## src/rtl/uart_frame_parser.sv

```systemverilog
// Byte-stream frame parser: HEADER, CMD, LEN, LEN payload bytes, CHK (XOR of CMD, LEN, payload).
// Optional inter-byte timeout is compiled in when FRAME_TIMEOUT_EN is defined.
module uart_frame_parser #(
  parameter logic [7:0] HEADER         = 8'h55,
  parameter int         MAX_LEN        = 8,
  parameter int         TIMEOUT_CYCLES = 1000
) (
  input  logic        clk,
  input  logic        rst,
  input  logic [7:0]  rx_data,
  input  logic        rx_done_signal,
  output logic        frame_valid,
  output logic [7:0]  frame_cmd,
  output logic [3:0]  frame_len,
  output logic [63:0] frame_payload,
  output logic        frame_err,
  output logic [1:0]  frame_err_code
);

  typedef enum logic [2:0] {
    IDLE,
    CMD,
    LEN,
    PAYLOAD,
    CHK
  } state_t;

  localparam logic [7:0] MAX_LEN_B = 8'(MAX_LEN);

  state_t      r_state;
  logic [7:0]  r_xor;
  logic [7:0]  r_cmd;
  logic [3:0]  r_len;
  logic [3:0]  r_idx;
  logic [63:0] r_shadow;

  logic        w_len_bad;
  logic        w_last_byte;
  logic        w_chk_ok;
  logic [3:0]  w_idx_next;
  logic [7:0]  w_xor_next;
  logic        w_tmo_expire;

  assign w_xor_next  = r_xor ^ rx_data;
  assign w_len_bad   = rx_data > MAX_LEN_B;
  assign w_idx_next  = r_idx + 4'd1;
  assign w_last_byte = (w_idx_next == r_len);
  assign w_chk_ok    = (rx_data == r_xor);

`ifdef FRAME_TIMEOUT_EN
  localparam logic [15:0] TMO_LAST = 16'(TIMEOUT_CYCLES - 1);

  logic [15:0] r_tmo_cnt;

  // A strobe in the expiry cycle wins: the byte is parsed and the timeout is dropped.
  assign w_tmo_expire = (r_state != IDLE) && !rx_done_signal && (r_tmo_cnt == TMO_LAST);

  always_ff @(posedge clk or negedge rst) begin
    if (!rst) begin
      r_tmo_cnt <= '0;
    end else if (rx_done_signal || (r_state == IDLE) || w_tmo_expire) begin
      r_tmo_cnt <= '0;
    end else begin
      r_tmo_cnt <= r_tmo_cnt + 16'd1;
    end
  end
`else
  assign w_tmo_expire = 1'b0;
`endif

  always_ff @(posedge clk or negedge rst) begin
    if (!rst) begin
      r_state        <= IDLE;
      r_xor          <= '0;
      r_cmd          <= '0;
      r_len          <= '0;
      r_idx          <= '0;
      r_shadow       <= '0;
      frame_valid    <= 1'b0;
      frame_err      <= 1'b0;
      frame_err_code <= 2'b00;
      frame_cmd      <= '0;
      frame_len      <= '0;
      frame_payload  <= '0;
    end else begin
      frame_valid <= 1'b0;
      frame_err   <= 1'b0;
      if (w_tmo_expire) begin
        frame_err      <= 1'b1;
        frame_err_code <= 2'b11;
        r_state        <= IDLE;
      end else if (rx_done_signal) begin
        case (r_state)
          IDLE: begin
            if (rx_data == HEADER) begin
              r_shadow <= '0;
              r_state  <= CMD;
            end
          end
          CMD: begin
            r_cmd   <= rx_data;
            r_xor   <= rx_data;
            r_state <= LEN;
          end
          LEN: begin
            if (w_len_bad) begin
              frame_err      <= 1'b1;
              frame_err_code <= 2'b01;
              r_state        <= IDLE;
            end else begin
              r_len   <= rx_data[3:0];
              r_xor   <= w_xor_next;
              r_idx   <= '0;
              r_state <= (rx_data == 8'd0) ? CHK : PAYLOAD;
            end
          end
          PAYLOAD: begin
            // A HEADER value here is ordinary payload; there is no resync.
            r_shadow[{r_idx[2:0], 3'b000} +: 8] <= rx_data;
            r_xor <= w_xor_next;
            r_idx <= w_idx_next;
            if (w_last_byte) begin
              r_state <= CHK;
            end
          end
          CHK: begin
            if (w_chk_ok) begin
              frame_valid   <= 1'b1;
              frame_cmd     <= r_cmd;
              frame_len     <= r_len;
              frame_payload <= r_shadow;
            end else begin
              frame_err      <= 1'b1;
              frame_err_code <= 2'b10;
            end
            r_state <= IDLE;
          end
          default: r_state <= IDLE;
        endcase
      end
    end
  end

endmodule

```

## config.mk

```make
export PLATFORM = sky130hd
export DESIGN_NAME = uart_frame_parser
export DESIGN_NICKNAME = d
export VERILOG_FILES = /design/src/rtl/uart_frame_parser.sv
export SDC_FILE = /design/constraint.sdc
export NUM_CORES = 1
export LEC_CHECK = 0
export ABC_AREA = 1
export CAP_MARGIN = 5
export CORE_MARGIN = 2
export CORE_UTILIZATION = 25
export CTS_CLUSTER_SIZE = 14
export DETAILED_ROUTE_END_ITERATION = 10
export GPL_TIMING_DRIVEN = 0
export MAX_ROUTING_LAYER = met4
export SYNTH_ARGS = -nofsm -noshare
export SYNTH_HDL_FRONTEND = slang
export SYNTH_SLANG_ARGS = --single-unit
```

## constraint.sdc

```tcl
create_clock -name clk -period 2.15 [get_ports clk]
set_input_delay 0.3225 -clock clk [delete_from_list [all_inputs] [get_ports clk]]
set_output_delay 0.3225 -clock clk [all_outputs]
set_load 0.05 [all_outputs]
```

==> results.toml, run 1 <==
[place]
port_buffers = 89
dp.cells = 1354
place_congestion = 0.849
dpl_cell_area_mm2 = 0.00870
detailed_place_hpwl_mm = 13.9
pre_cts_ws_ns = -0.545

[synth]
synth_cells = 880
synth_seq_cells = 171
synth_largest_area_cell = "dfrtp_1"
synth.area.top_cells = "dfrtp_1 59%, nand2_1 26%, nand3_1 2.5%"
synth_area_mm2 = 0.00730
syn-num-nets = 895
yosysSeqAreaShare_pct = 58.7
avgSynthCellArea_um2 = 8.29
ys_types = 23
yosysWarnings = 0
synth_top_area_share_pct = 58.7

[worst_setup_path]
cp.buffers_inverters = 3
start_kind = "flip-flop"
critPathMaxFanout = 10
path_class = "flip-flop to flip-flop"
critical_path.top_delay_family = "simple AND/OR/NAND/NOR gates"
max_stage_delay_ns = 0.45
crit_chain = "inv_2 > nand2_1 > inv_2 > nand3_1 > buf_2 > nor2_1 > nand2_1 > nand2_1"
cp-end-kind = "flip-flop"
critical_path_arrival_ns = 2.43
cpMostUsedCell = "nand2_1"
crit_slowest_cell = "nor2_1"
worstPathRequired_ns = 2.52

[detailed_routing]
ant_nets = 0
vias = 5859
dr.pass1.iters = 5
post_drt_wl_per_cell_um = 13.9
drt_iter0_drc = 561
route.detailed.vias_per_inst = 4.22
drt_wl_total_mm = 19.2
drc = 0

[finish]
fin_nets = 1005
drive_gt1_share_pct = 9.37
final_cell_mix = "506 x nand2_1, 170 x dfrtp_1, 86 x clkdlybuf4s50_1"
stdcell_area_mm2 = 0.00936
area_delta_synth_final_pct = 28.3
diodes = 0
fin_util_pct = 32.6
fillers = 3055
layout_commonest_cell = "nand2_1"
seq_area_mm2 = 0.00428
finalNonFillerCells = 1387
multi_input_area_mm2 = 0.00273

[power]
p_leak_nw = 4.88
p_total_mw = 8.81
power_density_mw_per_mm2 = 941
irDropWorstVdd_mv = 0.740

[die]
initial_utilization_pct = 25.4
io_pins = 91
die-area_mm2 = 0.0306
core_mm2 = 0.0287
die_w_um = 175
rows = 62
die-height_um = 175

[sta]
setup_tns_ns = 0
setup_viol = 0
period_needed_ns = 2.06
rsz0062_at_grt = "yes"
worst_slack_ns = 0.0857
skew_ns = 0.0163
fin_crit_sh_pct = 96.0
drv_slew = 0
tightest_slew_ns = 0.728
hold_viol_final = 0
fin_hold_ws_ns = 0.320
fmax_mhz = 484
slew_headroom_pct = 51.5

[clock_tree]
cts_setup_buffers = 0
cts_buffers = 17
h-tree-depth = 4
cts_buffer_depth = 2
clkSinkCount = 171
clk_latency_ns = 0.43
clk_pin_slew_ns = 0.07
clock-root-buffer = "clkbuf_16"
tritoncts = "yes"

[worst_hold_path]
hp-class = "input port to flip-flop"

[global_routing]
grt_overflow = 0
grt_pass1_wl_mm = 31.1
first_global_vias = 5725
grt_use_total_pct = 13.5
busiest_layer = "met2"
grt_max_degree = 97
grt_use_met1_pct = 18.1
grtUsageMet2_pct = 20.3
antenna_found_initial = 0
grt_util_met3_pct = 3.42

[job]
cap_violations = 0

[run_status]
status = "complete, no violations"
## final cells by class
class | count | share of cell area [%]
buffer | 24 | 1.43
clock inverter | 14 | 1.71
tap | 384 | 5.13
multi-input combinational | 633 | 29.1
inverter | 52 | 2.19
clock buffer | 18 | 4.69
timing repair buffer | 91 | 10.0
sequential | 171 | 45.7
## cell usage after synthesis
| cell | count |
|---|---|
| o21ai_4 | 9 |
| clkbuf_1 | 8 |
| nand4_2 | 2 |
| nor3_1 | 6 |
| nand4_1 | 5 |
| inv_1 | 32 |
| o21ai_1 | 11 |
| dfrtp_1 | 171 |
| ha_1 | 4 |
| buf_4 | 8 |
| nand3b_1 | 1 |
| nand3_1 | 37 |
| xnor2_1 | 1 |
| nor3_2 | 3 |
| buf_2 | 8 |
| a21oi_1 | 1 |
| nand2_1 | 506 |
| nor2_1 | 19 |
| clkinv_1 | 5 |
| inv_4 | 1 |
| nor2_2 | 3 |
| o21ai_0 | 25 |
| inv_2 | 14 |
## flip-flops by register name, indices dropped and copies added (netlist names)
name	cells
frame_payload	64
frame_len	4
r_xor	8
r_state	3
r_shadow	64
frame_cmd	8
r_cmd	8
r_len	4
frame_err_code	2
r_idx	4
frame_valid	1
frame_err	1
## report_power, final
group | leakage [nW] | total (mW) | switching, mW | internal (mW)
registers | 2.35 | 3.81 | 0.259 | 3.55
clock network | 0.291 | 3.11 | 1.34 | 1.77
logic | 2.24 | 1.89 | 1.33 | 0.559
## metal layers
metal / up-vias / routed length, um / part of all wire, %
li1: 2945 / - / -
met1: 2748 / 8900 / 46
met2: 149 / 8850 / 46
met3: 17 / 1230 / 6.4
met4: 0 / 259 / 1.3
met5: - / 0 / 0
## cell families (layout without fill, tap and decap cells)
logic type	after synthesis	in the layout	share of synthesized area, %
buf+inv	76	199	4.49
simple gates	582	582	31.5
xor+xnor	1	1	0.120
flops	171	171	58.7
compound gates	46	46	4.54
fa+ha+maj	4	4	0.686
## timing repair
action,CTS,global route
gates resized for setup,7,11
endpoints found under the setup margin,41,133
endpoints found under the hold margin,95,0
hold buffers,1,0
pin swaps,3,1
## worst register-to-register path, delay by kind of cell (launching register included)
| family | cells | cell delay [ns] |
|---|---|---|
| AND/OR/NAND/NOR | 5 | 1.02 |
| flip-flops | 1 | 0.44 |
| buffers and inverters | 3 | 0.56 |
## worst paths after layout
check	to	from	cells past startpoint	slack (ns)
min	r_idx[1]$_DFFE_PN0P_	rx_done_signal	3	0.32
max in group asynchronous	r_shadow[41]$_DFFE_PN0P_	rst	3	0.84
max	r_shadow[6]$_DFFE_PN0P_	r_state[2]$_DFFE_PN0P_	8	0.09
max reg2reg	r_shadow[6]$_DFFE_PN0P_	r_state[2]$_DFFE_PN0P_	8	0.09
min in group asynchronous	frame_payload[16]$_DFFE_PN0P_	rst	2	0.49
min reg2reg	frame_payload[29]$_DFFE_PN0P_	r_shadow[29]$_DFFE_PN0P_	2	0.46
Power figures use the tool's default switching activity.
==> inputs of run 2 (changes only) <==
--- a/config.mk
+++ b/config.mk
@@ -11,8 +11,10 @@
 export CORE_UTILIZATION = 25
 export CTS_CLUSTER_SIZE = 14
 export DETAILED_ROUTE_END_ITERATION = 10
+export GPL_ROUTABILITY_DRIVEN = 0
 export GPL_TIMING_DRIVEN = 0
 export MAX_ROUTING_LAYER = met4
+export PLACE_DENSITY = 0.39
 export SYNTH_ARGS = -nofsm -noshare
 export SYNTH_HDL_FRONTEND = slang
 export SYNTH_SLANG_ARGS = --single-unit
==> results.toml, run 2 (synthesis results as in run 1) <==
[die]
die-height_um = 175
io_pins = 91
die_w_um = 175
initial_utilization_pct = 25.4
rows = 62
core_mm2 = 0.0287
die-area_mm2 = 0.0306

[finish]
reg.largest.list = "frame_payload (64), r_shadow (64)"
drive_gt1_share_pct = 9.91
final_cell_mix = "506 x nand2_1, 169 x dfrtp_1, 84 x clkdlybuf4s50_1"
diodes = 0
finalNonFillerCells = 1393
area_delta_synth_final_pct = 29.9
fin_nets = 1012
layout_commonest_cell = "nand2_1"
fillers = 3086

[worst_setup_path]
critPathMaxFanout = 9
cp-end-kind = "flip-flop"
critical_path_arrival_ns = 2.35
start_kind = "flip-flop"
path_class = "flip-flop to flip-flop"
critical_path.top_delay_family = "simple AND/OR/NAND/NOR gates"
path_depth = 7
cpMostUsedCell = "nand2_1"
crit_chain = "inv_2 > nand2_1 > inv_2 > nand3_1 > nor2_2 > nand2_1 > nand2_1"
cp.buffers_inverters = 2
reg2reg_from = "r_state[2]$_DFFE_PN0P_"
r2r_cells = 7
startpoint = "r_state[2]$_DFFE_PN0P_"
worstPathRequired_ns = 2.52
crit_slowest_cell = "nor2_2"
max_stage_delay_ns = 0.60

[clock_tree]
clk_latency_ns = 0.43
clkSinkCount = 171
h-tree-depth = 4
clock-root-buffer = "clkbuf_16"
tritoncts = "yes"
cts_buffers = 17
cts_buffer_depth = 2
clk_pin_slew_ns = 0.06

[sta]
setup_viol = 0
rsz0062_at_grt = "no"
fin_crit_sh_pct = 92.1
fin_hold_ws_ns = 0.299
period_needed_ns = 1.98
skew_ns = 0.0115
hold_viol_final = 0
drv_slew = 0
fmax_mhz = 505
slew_headroom_pct = 53.2
tightest_slew_ns = 0.703

[global_routing]
antenna_found_initial = 0
grt_overflow = 0
grt_use_total_pct = 14.9
first_global_vias = 5942
grt_max_degree = 88
grt_pass1_wl_mm = 33.8

[detailed_routing]
vias = 5821
post_drt_wl_per_cell_um = 15.1
dr.pass1.iters = 5
route.detailed.vias_per_inst = 4.18
drc = 0
drt_iter0_drc = 381
ant_nets = 0
drt_wl_total_mm = 21.1

[worst_hold_path]
hp-start = "rx_done_signal"
whs_path_depth = 3
hp-class = "input port to flip-flop"

[power]
p_leak_nw = 4.95
irDropWorstVdd_mv = 0.401
power_density_mw_per_mm2 = 955

[run_status]
status = "complete, no violations"

[place]
detailed_place_hpwl_mm = 14.6
port_buffers = 89
dp.cells = 1354

[job]
cap_violations = 0
-- run 2: changes by cell type in the layout (fill, tap and decap cells not counted), sizes merged --
| cell | before | now |
|---|---|---|
| dlymetal6s2s | 2 | 4 |
| clkdlybuf4s50 | 86 | 84 |
| clkinvlp | 3 | 2 |
| buf | 18 | 25 |
| inv | 52 | 49 |
| clkinv | 9 | 6 |
| bufinv | 2 | 3 |
| clkbuf | 26 | 31 |
-- run 2: timing repair --
item / CTS / global route
buffers inserted: 2 / 5
endpoints found under the setup margin: 105 / 119
pin swaps: 4 / 2
hold buffers: 1 / 0
gates resized for setup: 12 / 11
hold endpoints to repair: 86 / 0
-- run 2: where the power goes --
| part | switching, mW | internal, mW |
|---|---|---|
| clock network | 1.33 | 1.96 |
| logic | 1.39 | 0.582 |
| registers | 0.246 | 3.55 |
-- run 2: layer usage --
layer / vias to the layer above / routed length, um / GRT usage, %
met5: - / 0 / -
met4: 0 / 241 / 3.47
li1: 2965 / - / -
met3: 11 / 723 / 3.24
met1: 2759 / 10500 / 20.5
met2: 86 / 9590 / 22.5
-- run 2: area by class of cell --
type	instances	area, um^2	share of cell area, %
buffer	24	134	1.41
clock buffer	23	488	5.15
clock inverter	8	133	1.40
inverter	52	208	2.19
multi-input combinational	633	2730	28.8
sequential	171	4280	45.2
tap	384	480	5.07
timing repair buffer	98	1020	10.8
-- run 2: worst min-delay path: stages --
cell	delay, ns
buf_2	0.18
nand2_1	0.13
nand2_1	0.05
-- run 2: worst paths after layout --
path | to | slack, ns
max reg2reg | r_shadow[41]$_DFFE_PN0P_ | 0.17
max | r_shadow[41]$_DFFE_PN0P_ | 0.17
min reg2reg | r_shadow[30]$_DFFE_PN0P_ | 0.47
max in group asynchronous | r_shadow[48]$_DFFE_PN0P_ | 0.80
min in group asynchronous | r_shadow[18]$_DFFE_PN0P_ | 0.48
min | r_idx[1]$_DFFE_PN0P_ | 0.30
-- run 2: through the flow --
| stage | total power, mW | utilization (%) | area, um^2 | setup WS [ns] | TNS (ns) |
|---|---|---|---|---|---|
| after global routing | 9.62 | 33.0 | 9470 | 0.00666 | 0 |
| final | 9.05 | 33.0 | 9470 | 0.170 | 0 |
| after floorplan | 5.13 | - | 7300 | 0.336 | 0 |
| after CTS | 9.13 | 32.7 | 9400 | 0.0131 | 0 |
| after global placement | 5.77 | 30.2 | 8670 | -7.13 | -1273.69 |
| after detailed placement | 5.78 | 30.3 | 8700 | -0.680 | -56.06 |
==> edit (config.mk and constraints of run 1) <==
Build with the macro `FRAME_TIMEOUT_EN` defined.
--- a/src/rtl/uart_frame_parser.sv
+++ b/src/rtl/uart_frame_parser.sv
@@ -1,4 +1,6 @@
 // Byte-stream frame parser: HEADER, CMD, LEN, LEN payload bytes, CHK (XOR of CMD, LEN, payload).
 // Optional inter-byte timeout is compiled in when FRAME_TIMEOUT_EN is defined.
+`define FRAME_TIMEOUT_EN
+
 module uart_frame_parser #(
   parameter logic [7:0] HEADER         = 8'h55,
Formal check against the unedited RTL: same outputs for any inputs over 4 cycles, from zero or initial values and one cycle with rst low; that may be too few to reach the edited logic, so the function may still have changed.
==> edit against run 1 <==
- via count is 16% higher
- first-iteration DRC count is 33% lower
- sequential share of layout area fell by 0.54 points
- sequential power up 6.8%
- cell count grew 14%
- global-route usage grew 0.12 points
- count of clock-buffer cells in the layout decreased by 1
- area after synthesis up 12%
- synthesized cell count is 15% higher
- setup slack worse by 34 ps
- sequential cell count up 16
- cell area rose by 11%
- power rose by 10%
- wire length increased by 12%
- critical path type unchanged
- largest power group unchanged
==> edit: results (changes against run 1) <==
Hold path:
- The endpoint of the worst hold path is r_idx[0] (was r_idx[1]).

Route:
- The detailed router's first-iteration violation count is 375 (was 561).
- The met1 wire length is 9.87 mm (was 8.90 mm).
- The per-cell routed wire length is 13.7 microns (was 13.9 microns).
- The via count of the routed design is 6787 (was 5859).
- The routed wire length on met3 is 1.11 mm (was 1.23 mm).

Global route:
- The routing usage on met2 is 0.220 (was 0.203).
- The global-route met1 utilization is 0.169 (was 0.181).

Final layout:
- The proportion of cell area occupied by registers is 0.452 (was 0.457).
- The count of plain and timing-repair buffers is 124 (was 115).
- The number of filler cells placed in the layout is 3470 (was 3055).
- The multi-input gate share of the layout cell area is 0.303 (was 0.291).
- The number of multi-input combinational cells in the layout is 735 (was 633).
- The number of signal-net inverters in the final layout is 59 (was 52).
- Regs by FF count: frame_payload (64), r_shadow (64), r_tmo_cnt (16) (was frame_payload (64), r_shadow (64)).
- The net total in the final layout is 1140 (was 1005).
- The total of clock buffers placed in the layout is 17 (was 18).
- The fraction of cell area in non-clock buffers is 0.111 (was 0.115).

Synthesis:
- The post-synth net total is 1027 (was 895).
- The count of unique library cells instantiated by Yosys is 27 (was 23).
- The synthesized-area fraction occupied by adder cells was 0.00766 (was 0.00686).
- The share of the synthesized area in compound gates (AO/OA/AOI/OAI) came to 0.0320 (was 0.0454).
- Top cells by instance count after synthesis: sky130_fd_sc_hd__nand2_1 (501), sky130_fd_sc_hd__dfrtp_1 (187), sky130_fd_sc_hd__nand3_1 (83) (was sky130_fd_sc_hd__nand2_1 (506), sky130_fd_sc_hd__dfrtp_1 (171), sky130_fd_sc_hd__nand3_1 (37)).
- The xor/xnor cell area share of the yosys netlist was 0.00643 (was 0.00120).
- The flop and latch count out of synthesis was 187 (was 171).

Clocking:
- The quantity of gates resized following cts is 2 (was 7).
- The post-CTS setup repair buffer count is 3 (was 0).

Placed design:
- The estimated wirelength of the detail-placed design is 15.2 mm (was 13.9 mm).
- The standard cell area after detailed placement is 0.00965 sq mm (was 0.00870 sq mm).
- The number of placed cells counting well taps is 1543 (was 1354).

Setup path:
- The worst path arrival time was 2470 ps (was 2430 ps).
- The maximum single-stage delay on the critical path is 630 ps (was 450 ps).
- The end of the worst register-to-register path is r_shadow[25] (was r_shadow[6]).
- The worst reg-to-reg setup slack is 50 ps (was 90 ps).
- The worst-case reg-to-reg path depth is 6 (was 8).
- The critical path's slowest cell was sky130_fd_sc_hd__nor2_2 (was sky130_fd_sc_hd__nor2_1).

Outcome:
- Outcome: finished, final reports clean (unchanged).

Timing:
- The worst slew slack as a fraction of its limit is 0.466 (was 0.515).
- The worst hold slack after final layout is 340 ps (was 320 ps).

Power:
- The sequential power share came to 0.420 (was 0.432).
- The leakage dissipation is 5.30 nW (was 4.88 nW).
- The reported combinational group power is 2.40 mW (was 1.89 mW).
[edit: changes by cell type after synthesis, moves of 7 or more]
cell and change:
sky130_fd_sc_hd__nand3_1 +46, sky130_fd_sc_hd__inv_2 +7, sky130_fd_sc_hd__o21ai_4 -9, sky130_fd_sc_hd__dfrtp_1 +16, sky130_fd_sc_hd__buf_6 +8, sky130_fd_sc_hd__nor2_1 +41, sky130_fd_sc_hd__buf_4 -8
[edit: worst max-delay path by stage]
stage,start,slack [ps],end,depth (start not counted)
6_report,r_state[2],50,r_shadow[25],6
5_1_grt,r_state[2],-60,r_shadow[25],6
4_1_cts,r_state[2],-180,r_shadow[44],6
3_5_place_dp,rx_data[3],-780,frame_payload[15],10
3_3_place_gp,rst,-7310,frame_payload[44],1
2_1_floorplan,r_idx[0],250,r_shadow[32],10
[edit: cells by family after synthesis]
family	count (synthesis)
fa+ha+maj	5
simple gates	673
xor+xnor	6
flops	187
compound gates	51
buf+inv	89
